`src/rtl/tick_fifo_reader.sv`:
```
// tick_fifo_reader: pops one FIFO word per rising tick edge and holds it on data_o.
// Runs the FIFO read handshake with a configurable read latency and queues one pending tick.
// Ticks that find the FIFO empty are counted by a saturating underflow counter.
module tick_fifo_reader #(
  parameter int unsigned DATA_W     = 8,
  parameter int unsigned RD_LATENCY = 1,
  parameter int unsigned UFLOW_W    = 8
) (
  input  logic               clk_i,
  input  logic               rst_i,
  input  logic               tick_i,
  input  logic               en_i,
  input  logic               fifo_empty_i,
  output logic               fifo_rd_o,
  input  logic [DATA_W-1:0]  fifo_q_i,
  output logic [DATA_W-1:0]  data_o,
  output logic               valid_o,
  output logic               busy_o,
  output logic [UFLOW_W-1:0] underflow_cnt_o
);

  // Two bits cover the legal read latencies 1..3.
  localparam int unsigned CNT_W = 2;
  localparam logic [CNT_W-1:0] LAT_LOAD = CNT_W'(RD_LATENCY);

  typedef enum logic {
    ST_IDLE = 1'b0,
    ST_WAIT = 1'b1
  } state_t;

  state_t             state_q, state_d;
  logic               tick_q;
  logic               pending_q, pending_d;
  logic [CNT_W-1:0]   cnt_q, cnt_d;
  logic               rd_d;
  logic               valid_d;
  logic               busy_d;
  logic [DATA_W-1:0]  data_d;
  logic [UFLOW_W-1:0] ucnt_d;
  logic               req;
  logic               service;

  // Rising-edge request, gated by the enable.
  assign req     = tick_i & ~tick_q & en_i;
  // A queued tick is only honoured while the reader is still enabled.
  assign service = req | (pending_q & en_i);

  // Registered state, history and outputs.
  always_ff @(posedge clk_i) begin
    if (rst_i) begin
      state_q         <= ST_IDLE;
      tick_q          <= 1'b0;
      pending_q       <= 1'b0;
      cnt_q           <= '0;
      fifo_rd_o       <= 1'b0;
      valid_o         <= 1'b0;
      busy_o          <= 1'b0;
      data_o          <= '0;
      underflow_cnt_o <= '0;
    end else begin
      state_q         <= state_d;
      tick_q          <= tick_i;
      pending_q       <= pending_d;
      cnt_q           <= cnt_d;
      fifo_rd_o       <= rd_d;
      valid_o         <= valid_d;
      busy_o          <= busy_d;
      data_o          <= data_d;
      underflow_cnt_o <= ucnt_d;
    end
  end

  // Next-state, pending flag, latency counter and next output values.
  always_comb begin
    state_d   = state_q;
    pending_d = pending_q;
    cnt_d     = cnt_q;
    rd_d      = 1'b0;
    valid_d   = 1'b0;
    data_d    = data_o;
    ucnt_d    = underflow_cnt_o;

    case (state_q)
      ST_IDLE: begin
        if (service) begin
          pending_d = 1'b0;
          if (!fifo_empty_i) begin
            rd_d    = 1'b1;
            cnt_d   = LAT_LOAD;
            state_d = ST_WAIT;
          end else if (underflow_cnt_o != '1) begin
            ucnt_d = underflow_cnt_o + UFLOW_W'(1);
          end
        end
      end
      ST_WAIT: begin
        // Only one tick can be queued; extra ones re-set an already-set flag.
        if (req) pending_d = 1'b1;
        if (cnt_q == '0) begin
          data_d  = fifo_q_i;
          valid_d = 1'b1;
          state_d = ST_IDLE;
        end else begin
          cnt_d = cnt_q - CNT_W'(1);
        end
      end
      default: state_d = ST_IDLE;
    endcase

    if (!en_i) pending_d = 1'b0;
  end

  assign busy_d = (state_d == ST_WAIT);

endmodule

```
`config.mk`:
```
export PLATFORM = sky130hd
export DESIGN_NAME = tick_fifo_reader
export DESIGN_NICKNAME = d
export VERILOG_FILES = /design/src/rtl/tick_fifo_reader.sv
export SDC_FILE = /design/constraint.sdc
export NUM_CORES = 1
export LEC_CHECK = 0
export BUFFER_PORTS_ARGS = -buffer_cell sky130_fd_sc_hd__buf_2
export CAP_MARGIN = 25
export CORE_UTILIZATION = 48
export DETAILED_ROUTE_END_ITERATION = 7
export GPL_ROUTABILITY_DRIVEN = 0
export GPL_TIMING_DRIVEN = 0
export PLACE_DENSITY = 0.86
export SLEW_MARGIN = 30
export SYNTH_ARGS = -nofsm -noshare
export SYNTH_HDL_FRONTEND = slang
export SYNTH_SLANG_ARGS = --single-unit
```
`constraint.sdc`:
```
create_clock -name clk_i -period 2.39 [get_ports clk_i]
set_input_delay 0.239 -clock clk_i [delete_from_list [all_inputs] [get_ports clk_i]]
set_output_delay 0.239 -clock clk_i [all_outputs]
set_load 0.02 [all_outputs]
```
==> run metrics, run 1 <==
core area 0.00180 mm2; largest net degree at the start of global routing 14; standby leakage power 0.490 nW; largest family of logic cells by synthesized area simple AND/OR/NAND/NOR gates; Rel. slew slack 67.6%; Max Cap Viol 0; Worst-path clk slew 120 ps; post-synth top area cell dfxtp_1; Compound-Gate Fraction of Synth Area 19.4%; Max H-tree Level 1; setup TNS 0 ps; Post-DP Area 0.00115 mm2; Synth Area in Adders 2.60%; Pint 0.000471 W; worst slew pin tran 486 ps; clk sink count 23; worst path cell trace ha_1 > and3_4 > and3_4 > buf_6 > or4_1 > a21oi_1; Critical Path AT 2050 ps; CTS max path bufs 2; Syn Nets 125; required time of the critical path 2640 ps; Clk pwr share 28.7%; hold-fix buffers at CTS 0; Layout area overhead 22.2%; top post-synthesis cells by area dfxtp_1, a21oi_1, nand3_1, nand2_1, ha_1; worst vdd ir 0.374 mV; Die Wd 46.8 um; Cells after Synth 110; DRT antenna net count 0; FF-to-FF path depth 6; Resized Gates After CTS 0; pre-CTS setup slack 621 ps; vias 932; Sw Pwr 0.000150 W; Routed wire per std cell 12.4 um; worst-path fanout max 10; first-pass GRT wire length 3.22 mm; multiplexer share of the synthesized area 1.17%; NumNets Final 161; fin. max-slew vios 0; Worst-Skew Late Latency 310 ps; Design Area, Final 0.00118 mm2; unrepaired setup endpoints after global routing no; crit-path max cell delay 490 ps; worst r2r src underflow_cnt_o[0]; family with the most delay on the worst path simple AND/OR/NAND/NOR gates; Post-route DRC 0; Simple-Gate Fraction of Synth Area 24.4%; crit path launch type flip-flop; Fin. Hold Viols 0; crit-path most repeated cell and3_4; IO Count 32; Final period util 75.1%; crit path time final 1790 ps; Via-to-Cell Ratio 5.48; Post-Synth XOR/XNOR Area 0%; All-Layer GR Usage 20.8%; Worst setup EP type flip-flop; total power draw 0.000621 W; drt pass-1 iters 4; Buf/Inv on CP 1; Final HPWL DP 1.59 mm; yosys warns 0; Hold/Removal Path Class input pin to flip-flop; worst hold path cell count 2; pwr dens 527 mW/mm2; Net Sw Frac 24.2%; Reg power frac 63.3%; TritonCTS clock tree built; critical path type flip-flop to flip-flop; total CTS buffers 3; hold endpoint tick_q; Synth Register Bits 23; CP max-delay cell or4_1; DIE AREA 0.00219 mm2; Netlist cell types 30; status complete, no violations; Mean Syn Cell Area 8.76 um2; CTS Root Buffer Type clkbuf_4; Logic pwr share 8.0%; Netlist Area Pre-Place 963 um2; DR iter-0 viols 28; ANT cells 0; worst setup margin 596 ps; area share of the largest cell type after synthesis 47.8%; Min Hold Slack 151 ps; vias in the first global route 759; share of cells above drive strength 1 26.9%; row count 15; Remaining Overflow, GRT 0; initial core utilization 53.5%; number of setup buffers added after CTS 0; Setup violations, final 0; routed wire length 2.11 mm; Seq/Total Area, Yosys 47.8%; Layout Skew 0.770 ps; FF-to-FF setup slack 600 ps; Port Buffers 31; worst r2r dst underflow_cnt_o[6]; Die Ht 46.8 um; FMAX 557 MHz; hold_sp tick_i; antenna violations before repair 0
-- metal layers --
| layer | vias up | GRT usage (%) | wire length, um |
|---|---|---|---|
| li1 | 473 | - | - |
| met2 | 25 | 33.9 | 1030 |
| met5 | - | 0 | 0 |
| met3 | 5 | 3.46 | 90 |
| met1 | 429 | 27.4 | 960 |
| met4 | 0 | 8.57 | 34 |
-- layout by cell type (no fill, tap or decap), drive strengths merged, types with 2 or more instances in the layout --
| cell | netlist | layout |
|---|---|---|
| o2111ai | 2 | 2 |
| dfxtp | 23 | 23 |
| and3 | 3 | 3 |
| nor2 | 6 | 6 |
| ha | 2 | 2 |
| a31oi | 2 | 2 |
| or4 | 3 | 3 |
| buf | 2 | 33 |
| nor2b | 2 | 2 |
| o21ai | 4 | 4 |
| inv | 5 | 5 |
| nor3 | 2 | 2 |
| clkbuf | 3 | 6 |
| a21oi | 14 | 14 |
| nand2 | 10 | 10 |
| o31ai | 3 | 3 |
| nand3 | 13 | 13 |
-- flip-flops by register name (all words and copies together), names as in the netlist --
| name | flops |
|---|---|
| pending_q | 1 |
| data_o | 8 |
| underflow_cnt_o | 8 |
| fifo_rd_o | 1 |
| valid_o | 1 |
| cnt_q | 2 |
| state_q | 1 |
| tick_q | 1 |
-- cell usage after synthesis --
library cell and number:
nand2b_1 1, or4_1 3, o31ai_1 3, o2111ai_1 2
nand4_1 1, nand3_1 13, buf_6 1, o211ai_1 1
and3_4 2, dfxtp_1 23, a211oi_1 1, and2b_1 1
buf_1 1, nor2b_1 2, o21ai_0 4, clkbuf_1 3
nor3_1 2, o311ai_0 1, a21oi_1 14, nand2_1 10
a31oi_1 2, mux2_2 1, o41ai_1 1, or3_1 1
inv_1 5, ha_1 2, nor2_1 6, o2111a_1 1
and3_1 1, and4b_1 1
-- stage by stage --
step | utilization [%] | instances
after global routing | 65.3 | 170
after global placement | 63.8 | 166
after floorplan | - | 110
after detailed placement | 63.8 | 166
after CTS | 65.3 | 170
final | 65.3 | 170
-- power groups by stage --
stage / Combinational, W / Clock (W) / Sequential [W]
global placement: 0.0000479 / 0 / 0.000401
floorplan: 0.0000218 / 0 / 0.000407
global route: 0.0000556 / 0.000196 / 0.000394
finish: 0.0000498 / 0.000178 / 0.000393
detailed placement: 0.0000500 / 0 / 0.000402
CTS: 0.0000500 / 0.000181 / 0.000393
-- logic make-up after synthesis --
family                     after synthesis
AOI/OAI and AO/OA                       30
adders and majority gates                2
buffers and inverters                   10
DFF                                     23
muxes                                    1
and+or+nand+nor                         44
-- cell type report --
cell class | instances | area (um2)
inverter | 5 | 18.8
timing repair buffer | 31 | 155
clock buffer | 3 | 22.5
sequential | 23 | 460
tap | 25 | 31.3
clock inverter | 1 | 5.00
fill | 153 | 624
multi-input combinational | 77 | 458
buffer | 5 | 26.3
-- worst max path at each step --
stage / depth (start not counted) / from / endpoint
2_1_floorplan: 6 / underflow_cnt_o[0] / underflow_cnt_o[6]
3_5_place_dp: 6 / underflow_cnt_o[0] / underflow_cnt_o[6]
5_1_grt: 6 / underflow_cnt_o[0] / underflow_cnt_o[4]
4_1_cts: 6 / underflow_cnt_o[0] / underflow_cnt_o[6]
3_3_place_gp: 6 / underflow_cnt_o[0] / underflow_cnt_o[6]
6_report: 6 / underflow_cnt_o[0] / underflow_cnt_o[6]
No activity file was read; power rests on OpenSTA's default activity.
==> run 2, diff against run 1 <==
CORE_UTILIZATION = 43   (was 48)
PLACE_DENSITY = 0.81   (was 0.86)
clock period = 1.6 ns   (was 2.39 ns; I/O delays follow)
==> run 2 against run 1 <==
The run now ends with negative setup slack left. First-iteration DRC count decreased by 32%. Sequential share of layout area decreased by 2.3 points. Total power increased by 52%. Worst hold slack got worse by 89 ps. Global-route usage decreased by 0.47 points. Sequential power increased by 49%. Via count increased by 8.2%.
==> run metrics, run 2 (synthesis results as in run 1) <==
hold-fix buffers at CTS 0 (unchanged); total CTS buffers 3 (unchanged); Die Wd 49.3 um (was 46.8 um); setup TNS -215 ps (was 0 ps); Design Area, Final 0.00128 mm2 (was 0.00118 mm2); vias in the first global route 849 (was 759); Pint 0.000704 W (was 0.000471 W); largest net degree at the start of global routing 14 (unchanged); clk sink count 23 (unchanged); FMAX 592 MHz (was 557 MHz); IO Count 32 (unchanged); first-pass GRT wire length 3.75 mm (was 3.22 mm); crit path launch type flip-flop (unchanged); worst-path fanout max 6 (was 10); All-Layer GR Usage 20.3% (was 20.8%); status finished, violations left (was complete, no violations); initial core utilization 47.2% (was 53.5%); worst slew pin tran 574 ps (was 486 ps); vias 1,008 (was 932); Clk pwr share 29.1% (was 28.7%); DRT antenna net count 0 (unchanged); Port Buffers 31 (unchanged); failing checks negative setup slack; Setup violations, final 5 (was 0); antenna violations before repair 0 (unchanged); worst setup margin -89.3 ps (was 596 ps); Post-route DRC 0 (unchanged); Sw Pwr 0.000240 W (was 0.000150 W); Post-DP Area 0.00117 mm2 (was 0.00115 mm2); commonest cells after routing, fill and taps aside buf_2, dfxtp_1, nand3_1, a21oi_1, nand2_1 (was buf_2, dfxtp_1, a21oi_1); fin. max-slew vios 0 (unchanged); worst vdd ir 0.350 mV (was 0.374 mV); crit path time final 1690 ps (was 1790 ps); largest registers data_o x8, underflow_cnt_o x8, cnt_q x2 (unchanged); Worst-Skew Late Latency 310 ps (about the same); Worst setup EP type flip-flop (unchanged); pwr dens 738 mW/mm2 (was 527 mW/mm2); filler instances 193 (was 153); Critical Path AT 1880 ps (was 2050 ps); ANT cells 0 (unchanged); Routed wire per std cell 14.9 um (was 12.4 um); commonest non-fill, non-tap cell in the layout buf_2 (unchanged); Rel. slew slack 61.8% (was 67.6%); DIE AREA 0.00243 mm2 (was 0.00219 mm2); Final period util 106% (was 75.1%); Remaining Overflow, GRT 0 (unchanged); CTS max path bufs 2 (unchanged); Reg power frac 62.1% (was 63.3%); Via-to-Cell Ratio 5.76 (was 5.48); core area 0.00204 mm2 (was 0.00180 mm2); Net Sw Frac 25.4% (was 24.2%); Final HPWL DP 1.64 mm (was 1.59 mm); critical path type flip-flop to flip-flop (unchanged); row count 16 (was 15); CTS Root Buffer Type clkbuf_4 (unchanged); routed wire length 2.60 mm (was 2.11 mm); TritonCTS clock tree built (unchanged); share of cells above drive strength 1 37.8% (was 26.9%); drt pass-1 iters 4 (unchanged); Max H-tree Level 1 (unchanged); unrepaired setup endpoints after global routing yes (was no); Layout area overhead 32.7% (was 22.2%); Max Cap Viol 0 (unchanged); Worst-path clk slew 130 ps (was 120 ps); standby leakage power 0.511 nW (was 0.490 nW); DR iter-0 viols 19 (was 28); Layout Skew 2.98 ps (was 0.770 ps); required time of the critical path 1790 ps (was 2640 ps); Fin. Hold Viols 0 (unchanged); Die Ht 49.3 um (was 46.8 um); Hold/Removal Path Class input pin to flip-flop (unchanged); NumNets Final 164 (was 161); Logic pwr share 8.8% (was 8.0%)
-- run 2: cell count changes in the layout (fill, tap and decap cells not counted), moves of 2 or more --
cell,previous run,this run
o31ai_2,0,2
o31ai_1,3,1
or4_4,0,2
dfxtp_4,0,2
dfxtp_1,23,19
o2111ai_1,2,0
buf_4,0,3
a21oi_1,14,12
or4_1,3,1
dfxtp_2,0,2
a21oi_2,0,2
-- run 2: metrics by stage --
stage	util (%)	cells	hold slack [ps]	total power, W	setup slack, ps
floorplan	-	110	262	0.000639	-10.0
global placement	57.4	168	390	0.000670	-8.72
detailed placement	57.4	168	397	0.000675	-41.8
CTS	60.3	176	67.5	0.000937	-69.4
global route	62.6	175	63.1	0.000985	-134
finish	62.6	175	62.2	0.000943	-89.3
-- run 2: path summary, 6_finish.rpt --
path | start | slack [ps] | to | depth (start not counted)
min reg2reg | data_o[5] | 460 | data_o[5] | 2
max reg2reg | underflow_cnt_o[0] | -90 | underflow_cnt_o[4] | 7
max | underflow_cnt_o[0] | -90 | underflow_cnt_o[4] | 7
min | tick_i | 60 | tick_q | 2
-- run 2: final cells by class --
cell class,count,area [um2],share of cell area [%]
Tap cell,27,33.8,2.64
Clock inverter,1,5.00,0.391
Sequential cell,23,470,36.8
Timing Repair Buffer,35,181,14.2
Clock buffer,3,22.5,1.76
Buffer,4,22.5,1.76
Inverter,5,18.8,1.47
Multi-Input combinational cell,77,524,41.0
-- run 2: power by group through the flow --
| stage | Clock (W) | Sequential (W) | Combinational (W) |
|---|---|---|---|
| after floorplan | 0 | 0.000606 | 0.0000328 |
| after global placement | 0 | 0.000598 | 0.0000722 |
| after detailed placement | 0 | 0.000598 | 0.0000761 |
| after CTS | 0.000273 | 0.000585 | 0.0000785 |
| after global routing | 0.000307 | 0.000587 | 0.0000914 |
| final | 0.000275 | 0.000586 | 0.0000831 |
-- run 2: repair_timing --
item / in CTS / in global routing
setup buffers: 4 / 0
pin swaps: 2 / 4
setup endpoints to repair: 4 / 15
gates resized for setup: 1 / 11
-- run 2: critical path, cell delays in order (launching register included) --
cell	delay (ps)
dfxtp_4	380
ha_4	170
and3_4	180
and3_4	170
buf_6	130
buf_1	140
o31ai_1	310
a21oi_2	90
-- run 2: layer usage --
| layer | vias to the layer above | GRT usage, % | part of all wire [%] | routed length, um |
|---|---|---|---|---|
| met5 | - | 0 | 0 | 0 |
| met4 | 0 | 10.3 | 2.7 | 70 |
| met3 | 8 | 2.80 | 3.4 | 89 |
| met2 | 35 | 34.2 | 50 | 1300 |
| met1 | 484 | 24.9 | 44 | 1140 |
| li1 | 481 | - | - | - |
